===== config.mk =====
export PLATFORM = sky130hd
export DESIGN_NAME = hazard_ctrl_flat
export DESIGN_NICKNAME = d
export VERILOG_FILES = /design/src/rtl/hazard_ctrl_pkg.sv /design/src/rtl/hazard_ctrl_if.sv /design/src/rtl/hazard_detect.sv /design/src/rtl/hazard_ctrl.sv /design/src/flat_wrapper.sv
export SDC_FILE = /design/constraint.sdc
export NUM_CORES = 1
export LEC_CHECK = 0
export CORE_ASPECT_RATIO = 1.4
export CORE_MARGIN = 2
export CORE_UTILIZATION = 35
export CTS_CLUSTER_SIZE = 10
export DETAILED_ROUTE_END_ITERATION = 8
export GPL_TIMING_DRIVEN = 0
export HOLD_SLACK_MARGIN = 0.06
export PLACE_DENSITY = 0.7
export RECOVER_POWER = 50
export REMOVE_ABC_BUFFERS = 1
export SYNTH_ARGS = -nofsm -noshare
export SYNTH_HDL_FRONTEND = slang
export SYNTH_HIERARCHICAL = 1
export SYNTH_SLANG_ARGS = --single-unit

===== constraint.sdc =====
create_clock -name i_clk -period 2.13 [get_ports i_clk]
set_input_delay 0.213 -clock i_clk [delete_from_list [all_inputs] [get_ports i_clk]]
set_output_delay 0.213 -clock i_clk [all_outputs]
set_load 0.05 [all_outputs]

===== src/rtl/hazard_ctrl_pkg.sv =====
// Shared RV32I constants, controller state encoding and the stage-control bundle.
// Pure declarations: no latency, no flow control.
package hazard_ctrl_pkg;

    localparam int XLEN  = 32;
    localparam int XADDR = 5;
    localparam int OPLEN = 7;

    localparam logic [OPLEN-1:0] L_OP     = 7'b0000011;
    localparam logic [OPLEN-1:0] S_OP     = 7'b0100011;
    localparam logic [OPLEN-1:0] B_OP     = 7'b1100011;
    localparam logic [OPLEN-1:0] JAL_OP   = 7'b1101111;
    localparam logic [OPLEN-1:0] JALR_OP  = 7'b1100111;
    localparam logic [OPLEN-1:0] I_OP     = 7'b0010011;
    localparam logic [OPLEN-1:0] R_OP     = 7'b0110011;
    localparam logic [OPLEN-1:0] LUI_OP   = 7'b0110111;
    localparam logic [OPLEN-1:0] AUIPC_OP = 7'b0010111;

    // Encoding 1 is reserved and treated as illegal.
    typedef enum logic [1:0] {
        HC_RUN      = 2'd0,
        HC_RSVD     = 2'd1,
        HC_MEM_WAIT = 2'd2,
        HC_REDIRECT = 2'd3
    } hc_state_e;

    typedef struct packed {
        logic stall_if;
        logic stall_id;
        logic stall_ex;
        logic flush_id;
        logic flush_ex;
        logic pc_redirect;
    } hc_ctrl_t;

    localparam hc_ctrl_t CTRL_NONE      = 6'b000000;
    localparam hc_ctrl_t CTRL_MEM_STALL = 6'b111000;
    localparam hc_ctrl_t CTRL_LOAD_USE  = 6'b110010;
    localparam hc_ctrl_t CTRL_REDIRECT  = 6'b000111;
    localparam hc_ctrl_t CTRL_FLUSH_ID  = 6'b000100;

endpackage


===== src/rtl/hazard_ctrl_if.sv =====
// Hazard sources from ID/EX/MEM and the stall/flush/redirect controls returned to the stages.
// Plain wires: no latency of its own; stalls are the only backpressure carried.
interface hazard_ctrl_if;
    import hazard_ctrl_pkg::*;

    logic             id_valid;
    logic [XADDR-1:0] id_rs1_addr;
    logic [XADDR-1:0] id_rs2_addr;
    logic             id_rs1_used;
    logic             id_rs2_used;
    logic [OPLEN-1:0] ex_opcode;
    logic [XADDR-1:0] ex_rd_addr;
    logic             ex_rd_wr_en;
    logic             ex_pc_jump;
    logic [XLEN-1:0]  ex_pc_next;
    logic             mem_req;
    logic             mem_req_complete;

    logic             stall_if;
    logic             stall_id;
    logic             stall_ex;
    logic             flush_id;
    logic             flush_ex;
    logic             pc_redirect;
    logic [XLEN-1:0]  pc_target;
    logic             mem_timeout;
    logic [31:0]      stall_count;
    logic [1:0]       state;

    modport master (
        output id_valid, id_rs1_addr, id_rs2_addr, id_rs1_used, id_rs2_used,
               ex_opcode, ex_rd_addr, ex_rd_wr_en, ex_pc_jump, ex_pc_next,
               mem_req, mem_req_complete,
        input  stall_if, stall_id, stall_ex, flush_id, flush_ex, pc_redirect,
               pc_target, mem_timeout, stall_count, state
    );

    modport slave (
        input  id_valid, id_rs1_addr, id_rs2_addr, id_rs1_used, id_rs2_used,
               ex_opcode, ex_rd_addr, ex_rd_wr_en, ex_pc_jump, ex_pc_next,
               mem_req, mem_req_complete,
        output stall_if, stall_id, stall_ex, flush_id, flush_ex, pc_redirect,
               pc_target, mem_timeout, stall_count, state
    );

endinterface


===== src/rtl/hazard_detect.sv =====
// Load-use detector: a load in EX writes a register that the instruction in ID reads.
// Purely combinational, zero latency; no flow control.
module hazard_detect
    import hazard_ctrl_pkg::*;
(
    input  logic             id_valid,
    input  logic [XADDR-1:0] id_rs1_addr,
    input  logic [XADDR-1:0] id_rs2_addr,
    input  logic             id_rs1_used,
    input  logic             id_rs2_used,
    input  logic [OPLEN-1:0] ex_opcode,
    input  logic [XADDR-1:0] ex_rd_addr,
    input  logic             ex_rd_wr_en,
    output logic             load_use
);

    logic rs1_hit;
    logic rs2_hit;
    logic ex_load_wr;

    assign rs1_hit    = id_rs1_used && (id_rs1_addr == ex_rd_addr);
    assign rs2_hit    = id_rs2_used && (id_rs2_addr == ex_rd_addr);
    // x0 is never a real producer, so a load targeting it cannot create a hazard.
    assign ex_load_wr = (ex_opcode == L_OP) && ex_rd_wr_en && (ex_rd_addr != '0);
    assign load_use   = ex_load_wr && id_valid && (rs1_hit || rs2_hit);

endmodule


===== src/rtl/hazard_ctrl.sv =====
// Pipeline sequencer: load-use interlock, data-memory wait with watchdog, redirect flushing.
// Controls are Mealy (zero latency); stalls are the backpressure applied to IF/ID/EX.
module hazard_ctrl
    import hazard_ctrl_pkg::*;
#(
    parameter int FLUSH_CYCLES = 2,
    parameter int MEM_TIMEOUT  = 255
) (
    input  logic        i_clk,
    input  logic        i_rst_n,
    hazard_ctrl_if.slave hz
);

    localparam int WCW = (MEM_TIMEOUT  > 1) ? $clog2(MEM_TIMEOUT + 1)  : 1;
    localparam int FCW = (FLUSH_CYCLES > 1) ? $clog2(FLUSH_CYCLES + 1) : 1;
    localparam logic [WCW-1:0] WAIT_MAX     = WCW'(MEM_TIMEOUT);
    localparam logic [FCW-1:0] FLUSH_RELOAD = FCW'(FLUSH_CYCLES - 1);
    localparam logic [FCW-1:0] FLUSH_LAST   = FCW'(1);
    localparam logic [WCW-1:0] WAIT_FIRST   = WCW'(1);

    hc_state_e       state_q, state_d;
    logic [WCW-1:0]  wait_q, wait_d;
    logic [FCW-1:0]  flush_q, flush_d;
    logic            timeout_q, timeout_set;
    logic [31:0]     stall_cnt_q;
    hc_ctrl_t        ctrl;
    logic [XLEN-1:0] target;
    logic            load_use;
    logic            mem_block;

    assign mem_block = hz.mem_req && !hz.mem_req_complete;

    hazard_detect u_detect (
        .id_valid    (hz.id_valid),
        .id_rs1_addr (hz.id_rs1_addr),
        .id_rs2_addr (hz.id_rs2_addr),
        .id_rs1_used (hz.id_rs1_used),
        .id_rs2_used (hz.id_rs2_used),
        .ex_opcode   (hz.ex_opcode),
        .ex_rd_addr  (hz.ex_rd_addr),
        .ex_rd_wr_en (hz.ex_rd_wr_en),
        .load_use    (load_use)
    );

    always_comb begin
        state_d     = state_q;
        wait_d      = wait_q;
        flush_d     = flush_q;
        ctrl        = CTRL_NONE;
        target      = '0;
        timeout_set = 1'b0;
        case (state_q)
            HC_RUN: begin
                if (mem_block) begin
                    ctrl    = CTRL_MEM_STALL;
                    state_d = HC_MEM_WAIT;
                    wait_d  = WAIT_FIRST;
                end else if (hz.ex_pc_jump) begin
                    ctrl   = CTRL_REDIRECT;
                    target = hz.ex_pc_next;
                    if (FLUSH_CYCLES > 1) begin
                        state_d = HC_REDIRECT;
                        flush_d = FLUSH_RELOAD;
                    end
                end else if (load_use) begin
                    ctrl = CTRL_LOAD_USE;
                end
            end
            HC_MEM_WAIT: begin
                // EX is frozen here, so jumps and load-use are not acted on.
                if (hz.mem_req_complete) begin
                    state_d = HC_RUN;
                end else if (wait_q == WAIT_MAX) begin
                    timeout_set = 1'b1;
                    state_d     = HC_RUN;
                end else begin
                    ctrl   = CTRL_MEM_STALL;
                    wait_d = wait_q + 1'b1;
                end
            end
            HC_REDIRECT: begin
                if (mem_block) begin
                    // Remaining flushes are dropped: EX already holds a bubble.
                    ctrl    = CTRL_MEM_STALL;
                    state_d = HC_MEM_WAIT;
                    wait_d  = WAIT_FIRST;
                end else if (hz.ex_pc_jump) begin
                    ctrl    = CTRL_REDIRECT;
                    target  = hz.ex_pc_next;
                    flush_d = FLUSH_RELOAD;
                    state_d = (FLUSH_CYCLES > 1) ? HC_REDIRECT : HC_RUN;
                end else begin
                    ctrl = CTRL_FLUSH_ID;
                    if (flush_q <= FLUSH_LAST) begin
                        state_d = HC_RUN;
                    end else begin
                        flush_d = flush_q - 1'b1;
                    end
                end
            end
            default: begin
                state_d = HC_RUN;
            end
        endcase
    end

    always_ff @(posedge i_clk) begin
        if (!i_rst_n) begin
            state_q     <= HC_RUN;
            wait_q      <= '0;
            flush_q     <= '0;
            timeout_q   <= 1'b0;
            stall_cnt_q <= '0;
        end else begin
            state_q   <= state_d;
            wait_q    <= wait_d;
            flush_q   <= flush_d;
            timeout_q <= timeout_q || timeout_set;
            if (ctrl.stall_if && (stall_cnt_q != '1)) begin
                stall_cnt_q <= stall_cnt_q + 32'd1;
            end
        end
    end

    // Reset masks every output, including the registered ones, before the first edge.
    assign hz.stall_if    = i_rst_n && ctrl.stall_if;
    assign hz.stall_id    = i_rst_n && ctrl.stall_id;
    assign hz.stall_ex    = i_rst_n && ctrl.stall_ex;
    assign hz.flush_id    = i_rst_n && ctrl.flush_id;
    assign hz.flush_ex    = i_rst_n && ctrl.flush_ex;
    assign hz.pc_redirect = i_rst_n && ctrl.pc_redirect;
    assign hz.pc_target   = i_rst_n ? target : '0;
    assign hz.mem_timeout = i_rst_n && timeout_q;
    assign hz.stall_count = i_rst_n ? stall_cnt_q : '0;
    assign hz.state       = i_rst_n ? state_q : 2'd0;

endmodule


===== src/flat_wrapper.sv =====
// flat-port wrapper written by rule: the top's interface ports become plain ports
module hazard_ctrl_flat import hazard_ctrl_pkg::*;
#(
    parameter int FLUSH_CYCLES = 2,
    parameter int MEM_TIMEOUT  = 255
)
  (i_clk, i_rst_n, hz_id_valid, hz_id_rs1_addr, hz_id_rs2_addr, hz_id_rs1_used, hz_id_rs2_used, hz_ex_opcode, hz_ex_rd_addr, hz_ex_rd_wr_en, hz_ex_pc_jump, hz_ex_pc_next, hz_mem_req, hz_mem_req_complete, hz_stall_if, hz_stall_id, hz_stall_ex, hz_flush_id, hz_flush_ex, hz_pc_redirect, hz_pc_target, hz_mem_timeout, hz_stall_count, hz_state);
  hazard_ctrl_if hz_i ();
  input  logic i_clk;
  input  logic i_rst_n;
  input wire logic [$bits(hz_i.id_valid)-1:0] hz_id_valid;
  input wire logic [$bits(hz_i.id_rs1_addr)-1:0] hz_id_rs1_addr;
  input wire logic [$bits(hz_i.id_rs2_addr)-1:0] hz_id_rs2_addr;
  input wire logic [$bits(hz_i.id_rs1_used)-1:0] hz_id_rs1_used;
  input wire logic [$bits(hz_i.id_rs2_used)-1:0] hz_id_rs2_used;
  input wire logic [$bits(hz_i.ex_opcode)-1:0] hz_ex_opcode;
  input wire logic [$bits(hz_i.ex_rd_addr)-1:0] hz_ex_rd_addr;
  input wire logic [$bits(hz_i.ex_rd_wr_en)-1:0] hz_ex_rd_wr_en;
  input wire logic [$bits(hz_i.ex_pc_jump)-1:0] hz_ex_pc_jump;
  input wire logic [$bits(hz_i.ex_pc_next)-1:0] hz_ex_pc_next;
  input wire logic [$bits(hz_i.mem_req)-1:0] hz_mem_req;
  input wire logic [$bits(hz_i.mem_req_complete)-1:0] hz_mem_req_complete;
  output wire logic [$bits(hz_i.stall_if)-1:0] hz_stall_if;
  output wire logic [$bits(hz_i.stall_id)-1:0] hz_stall_id;
  output wire logic [$bits(hz_i.stall_ex)-1:0] hz_stall_ex;
  output wire logic [$bits(hz_i.flush_id)-1:0] hz_flush_id;
  output wire logic [$bits(hz_i.flush_ex)-1:0] hz_flush_ex;
  output wire logic [$bits(hz_i.pc_redirect)-1:0] hz_pc_redirect;
  output wire logic [$bits(hz_i.pc_target)-1:0] hz_pc_target;
  output wire logic [$bits(hz_i.mem_timeout)-1:0] hz_mem_timeout;
  output wire logic [$bits(hz_i.stall_count)-1:0] hz_stall_count;
  output wire logic [$bits(hz_i.state)-1:0] hz_state;
  assign hz_i.id_valid = hz_id_valid;
  assign hz_i.id_rs1_addr = hz_id_rs1_addr;
  assign hz_i.id_rs2_addr = hz_id_rs2_addr;
  assign hz_i.id_rs1_used = hz_id_rs1_used;
  assign hz_i.id_rs2_used = hz_id_rs2_used;
  assign hz_i.ex_opcode = hz_ex_opcode;
  assign hz_i.ex_rd_addr = hz_ex_rd_addr;
  assign hz_i.ex_rd_wr_en = hz_ex_rd_wr_en;
  assign hz_i.ex_pc_jump = hz_ex_pc_jump;
  assign hz_i.ex_pc_next = hz_ex_pc_next;
  assign hz_i.mem_req = hz_mem_req;
  assign hz_i.mem_req_complete = hz_mem_req_complete;
  assign hz_stall_if = hz_i.stall_if;
  assign hz_stall_id = hz_i.stall_id;
  assign hz_stall_ex = hz_i.stall_ex;
  assign hz_flush_id = hz_i.flush_id;
  assign hz_flush_ex = hz_i.flush_ex;
  assign hz_pc_redirect = hz_i.pc_redirect;
  assign hz_pc_target = hz_i.pc_target;
  assign hz_mem_timeout = hz_i.mem_timeout;
  assign hz_stall_count = hz_i.stall_count;
  assign hz_state = hz_i.state;
  hazard_ctrl #(.FLUSH_CYCLES(FLUSH_CYCLES), .MEM_TIMEOUT(MEM_TIMEOUT)) u_core (.i_clk(i_clk), .i_rst_n(i_rst_n), .hz(hz_i));
endmodule

==> results.txt, run 1 <==
# setup viols final -> 16
Placement Cell Area -> 4610 sq um
Fin crit share -> 1.03
Via count -> 3829
Width of the die -> 85.6 um
Clk slew on worst S/H paths -> 60 ps
Total Wirelength -> 11600 um
TritonCTS clock tree -> yes
Row cnt -> 41
Die Area -> 10100 sq um
Num CTS Buffers -> 5
Worst Min Path Start -> i_rst_n
Drc violations -> 0
Crit Path Class -> in2reg
Cell area after synthesis -> 3260 sq um
Maximum VDD drop -> 0.541 mV
Initial Util -> 0.361
Post-detail-place hpwl -> 7300 um
Die Span Y -> 118 um
Multi-input combinational cell area -> 2510 sq um
Met3 usage -> 0.0482
Failing checks -> negative setup slack
Cell count after synthesis -> 412
Largest net degree at the start of global routing -> 40
Antenna diodes -> 0
Per-cell routed wire length -> 17.6 um
Antenna violations before repair -> 0
Unrepaired setup endpoints after global routing -> yes
H-tree level count -> 2
Clk root buf -> clkbuf_16
Layout Skew -> 5.26 ps
Met1 Usage GRT -> 0.229
First-pass GRT wire length -> 18400 um
Clock latency at the later pin of the worst-skew pair -> 290 ps
Synth warn -> 6
Syn avg cell area -> 7.92 sq um
Design area -> 5110 sq um
P per Cell Area -> 722 nW/um^2
Fillers -> 841
R2r setup slk -> -70 ps
PortBufs -> 135
Clock sink count -> 45
Post-route minimum period -> 2200 ps
Rel. slew slack -> 0.514
Worst Path Max Fanout -> 7
# IOs -> 136
Critical path endpoint category -> register
Leak pwr -> 2.14 nW
Max Cap Viol -> 0
Final Hold Fails -> 0
DR iter-0 viols -> 184
R2r endpoint -> u_core/stall_cnt_q[24]
Slew Viols, Final -> 0
Hold depth -> 2
Area growth from synthesis to layout -> 56.7%
Vias in the first global route -> 3793
Final estimated routing congestion in global placement -> 0.844
Antenna Violating Nets Remaining -> 0
Most frequent cells in the layout -> 65 x and2_1, 42 x dfxtp_1, 41 x clkdlybuf4s50_1
CTS Buffer Depth -> 2
GRT Overall Usage -> 0.219
# nets final -> 619
Hold/Removal Path Class -> in2reg
Final core utilization -> 0.566
Total gr overflow -> 0
Seq cells post-synth -> 45
Worst-Margin Slew -> 724 ps
Gr busiest metal -> met2
Startpoint Class -> primary input
R2R cell count -> 8
Vias per cell -> 5.83
FF+latch area -> 905 sq um
Seq/Total Area, Yosys -> 0.276
DR pass1 iterations -> 5
Critical Path RT -> 2330 ps
Met2 Resource Use GR -> 0.405
RR Startpoint -> u_core/state_q[0]
Fmax -> 454 MHz
Worst setup margin -> -72.5 ps
CORE AREA -> 9030 sq um
Commonest non-fill, non-tap cell in the layout -> and2_1
Synth cell types -> 57
Layout cells sized above 1 -> 0.244
Worst Hold End -> u_core/timeout_q
Outcome -> complete, but fails checks
Crit path DAT -> 2400 ps
-- repair_timing --
action / CTS / global route
cloned: 7 / 0
hold buffers: 0 / 0
endpoints found under the setup margin: 116 / 76
resized for setup: 338 / 29
setup buffers: 9 / 5
pin swaps: 31 / 13
-- per-stage QoR --
stage / total power [mW] / std cells / setup WS, ps / hold slack, ps / TNS (ps)
2_1_floorplan: 1.98 / 385 / -585 / 331 / -24240
3_3_place_gp: 2.48 / 627 / -3370 / 441 / -176470
3_5_place_dp: 2.53 / 628 / -2450 / 447 / -148920
4_1_cts: 3.61 / 652 / -75.0 / 370 / -413
5_1_grt: 3.84 / 657 / -178 / 382 / -3330
6_report: 3.69 / 657 / -72.5 / 366 / -647
-- power breakdown --
part           switching (mW)  internal [mW]  total (mW)
Combinational            1.16          0.716        1.88
Sequential             0.0759          0.908       0.984
Clock                   0.330          0.497       0.827
-- layer usage --
layer | vias up | wire length, um
met2 | 194 | 5960
met3 | 39 | 977
met1 | 1800 | 4210
li1 | 1796 | -
met5 | - | 0
met4 | 0 | 425
-- worst max-delay path, cell delays in order --
cell and delay (ps):
buf_6 90, xor2_1 160, nor4_2 310, nand3_1 130
a21oi_2 170, nand2_1 80, o22a_4 300, a21o_4 260
buf_6 140, or4_4 400, a21oi_1 140
-- registers in the layout (all words and copies together) (netlist names) --
signal and cells:
u_core/flush_q 2, u_core/stall_cnt_q 32, u_core/state_q 2, u_core/wait_q 8
u_core/timeout_q 1
-- area by class of cell --
cell class,instances,area share
clock inverter,1,0.000979
timing repair inverter,1,0.000979
timing repair buffer,150,0.268
tap,107,0.0262
clock buffer,7,0.0299
multi-input combinational,340,0.491
inverter,6,0.00661
sequential,45,0.177
-- kinds of logic after synthesis --
kind of cell	count (synthesis)	synth area share
AND/OR/NAND/NOR	228	0.415
multiplexers	10	0.0338
AO/OA/AOI/OAI	72	0.149
XOR/XNOR	17	0.0456
buffers and inverters	33	0.0533
adder cells (fa/ha/maj)	7	0.0268
flip-flops	45	0.276
-- synth_stat cells (all sizes together) --
cell type	count	area, sq um
nand3b	2	15.0
mux2i	2	20.0
inv	6	22.5
a21boi	1	7.51
and2	65	407
xnor2	2	17.5
o41ai	1	8.76
or2b	1	7.51
nand4	24	163
a211oi	3	22.5
nor2	28	105
o211a	1	10.0
nand3	23	115
o2111ai	1	8.76
nor3	15	91.3
ha	7	87.6
o31ai	12	90.1
nand4b	1	8.76
o22a	1	8.76
or4	17	128
o211ai	3	27.5
xor2	15	131
nor2b	2	12.5
or3	4	25.0
o21a	3	22.5
and3	9	56.3
a21oi	24	120
a211o	1	8.76
o21bai	1	7.51
o21ai	10	50.1
or4b	1	10.0
nor4	8	56.3
nor4b	1	15.0
a311oi	2	17.5
o31a	1	8.76
nand2	17	63.8
o32a	2	20.0
mux2	8	90.1
and4	5	43.8
nand2b	5	31.3
clkbuf	11	42.5
o311a	1	10.0
dfxtp	45	901
a21o	4	37.5
buf	16	109
-- worst max-delay path by stage --
stage,from,cells after the start,end
after floorplan,u_core/state_q[0],4,hz_pc_target[0]
after global placement,i_rst_n,5,hz_pc_target[2]
after detailed placement,i_rst_n,6,hz_pc_target[2]
after CTS,u_core/state_q[0],7,hz_pc_target[2]
after global routing,hz_ex_rd_addr[1],11,u_core/stall_cnt_q[24]
final,hz_id_rs1_addr[1],11,u_core/stall_cnt_q[24]
Note: power is estimated with default switching activity, not from simulation.
==> run 2, diff against run 1 <==
PLACE_DENSITY = 0.68   (was 0.7)
clock period = 2.7 ns   (was 2.13 ns; I/O delays follow)
==> results.txt, run 2 (synthesis gave the netlist of run 1 again) <==
# IOs -> 136
Final Hold Fails -> 0
PortBufs -> 135
Reg with most FFs -> u_core/stall_cnt_q
CORE AREA -> 9030 sq um
Worst-Margin Slew -> 708 ps
Crit Path Class -> in2out
Final core utilization -> 0.541
Placement Cell Area -> 4610 sq um
Antenna Violating Nets Remaining -> 0
GRT Overall Usage -> 0.192
Hold depth -> 1
Total Wirelength -> 10600 um
Largest net degree at the start of global routing -> 48
P per Cell Area -> 554 nW/um^2
Leak pwr -> 2.03 nW
Row cnt -> 41
Critical Path RT -> 2430 ps
Slew Viols, Final -> 0
Crit path DAT -> 2320 ps
Setup_tns -> 0 ps
# setup viols final -> 0
Layout Skew -> 6.97 ps
Worst Path Max Fanout -> 7
Fmax -> 387 MHz
Clock sink count -> 45
Vias per cell -> 5.73
Die Span Y -> 118 um
Post-route minimum period -> 2590 ps
Area growth from synthesis to layout -> 49.9%
Antenna diodes -> 0
Maximum VDD drop -> 0.417 mV
DR iter-0 viols -> 177
CTS Buffer Depth -> 2
RR Startpoint -> u_core/stall_cnt_q[0]
Initial Util -> 0.361
Num CTS Buffers -> 5
H-tree level count -> 2
Design area -> 4890 sq um
Critical path endpoint category -> output port
Power Total -> 2.71 mW
DR pass1 iterations -> 4
Vias in the first global route -> 3421
Total gr overflow -> 0
Final estimated routing congestion in global placement -> 0.799
R2R cell count -> 6
Clk slew on worst S/H paths -> 60 ps
First-pass GRT wire length -> 16200 um
Fin crit share -> 0.958
Antenna violations before repair -> 0
TritonCTS clock tree -> yes
Per-cell routed wire length -> 16.5 um
Drc violations -> 0
Via count -> 3692
Worst hold slack -> 470 ps
Layout cells sized above 1 -> 0.115
Hold/Removal Path Class -> reg2reg
R2r setup slk -> 210 ps
Worst Hold End -> u_core/timeout_q
Commonest non-fill, non-tap cell in the layout -> and2_1
Startpoint Class -> primary input
Clock latency at the later pin of the worst-skew pair -> 290 ps
Max reg flops -> 32
Most frequent cells in the layout -> 65 x and2_1, 54 x clkdlybuf4s50_1, 45 x dfxtp_1
Top Registers -> u_core/stall_cnt_q: 32 flops, u_core/wait_q: 8 flops
Width of the die -> 85.6 um
Post-detail-place hpwl -> 7220 um
Die Area -> 10100 sq um
Max Cap Viol -> 0
Worst Min Path Start -> u_core/timeout_q
Outcome -> finished clean
R2r endpoint -> u_core/stall_cnt_q[14]
Clk root buf -> clkbuf_16
# nets final -> 606
Rel. slew slack -> 0.526
run 2: changes by cell type in the layout (fill, tap and decap cells not counted), sizes merged:
cell / delta
buf: -58
clkbuf: +13
clkdlybuf4s50: +13
dlygate4sd2: +7
clkdlybuf4s15: +5
dlygate4sd3: +4
dlymetal6s2s: +4
and4: -2
clkinv: +2
inv: -1
run 2: worst max path at each step:
stage	slack [ps]	to	start	depth (start not counted)
after floorplan	-70	hz_pc_target[0]	u_core/state_q[0]	4
after global placement	-2910	hz_pc_target[19]	i_rst_n	5
after detailed placement	-2020	hz_pc_target[0]	i_rst_n	6
after CTS	-30	u_core/stall_cnt_q[16]	hz_ex_rd_addr[4]	10
after global routing	-40	hz_stall_id	hz_id_rs2_addr[3]	10
final	110	hz_stall_id	hz_id_rs1_addr[1]	10
run 2: layout make-up:
cell class | count | area (sq um)
Clock buffer | 6 | 139
Timing Repair Buffer | 139 | 1340
Sequential cell | 45 | 901
Tap cell | 107 | 134
Timing Repair inverter | 1 | 5.00
Multi-Input combinational cell | 338 | 2310
Clock inverter | 2 | 13.8
Fill cell | 886 | 4140
Inverter | 6 | 38.8
run 2: report_power, final:
group	switching [mW]	total [mW]	internal, mW
Clock	0.257	0.625	0.368
Combinational	0.860	1.32	0.457
Sequential	0.0535	0.768	0.714
Total	1.17	2.71	1.54
run 2: critical path, cell delays in order:
cell and delay, ps:
clkdlybuf4s50_1 420, xor2_1 160, nor4_2 250, nand3_1 140
a21oi_2 200, nand2_1 100, o22a_4 310, a21o_4 260
clkinv_8 70, buf_8 140
run 2: repair_timing:
action,CTS,global route
setup endpoints to repair,107,46
gates cloned,1,4
endpoints found under the hold margin,0,0
resized for setup,84,43
setup buffers,2,1
pin swaps,3,8
hold buffers,0,0
run 2: metrics by stage:
| stage | worst slack, ps | instances |
|---|---|---|
| floorplan | -72.0 | 385 |
| global placement | -2910 | 627 |
| detailed placement | -2020 | 628 |
| CTS | -32.2 | 639 |
| global route | -38.6 | 644 |
| finish | 114 | 644 |
run 2: per-layer routing:
layer / vias to the layer above / GRT usage / routed length (um)
met5: - / 0 / 0
met4: 0 / 0.0476 / 223
met1: 1716 / 0.205 / 3960
met3: 23 / 0.0426 / 864
li1: 1776 / - / -
met2: 177 / 0.371 / 5550
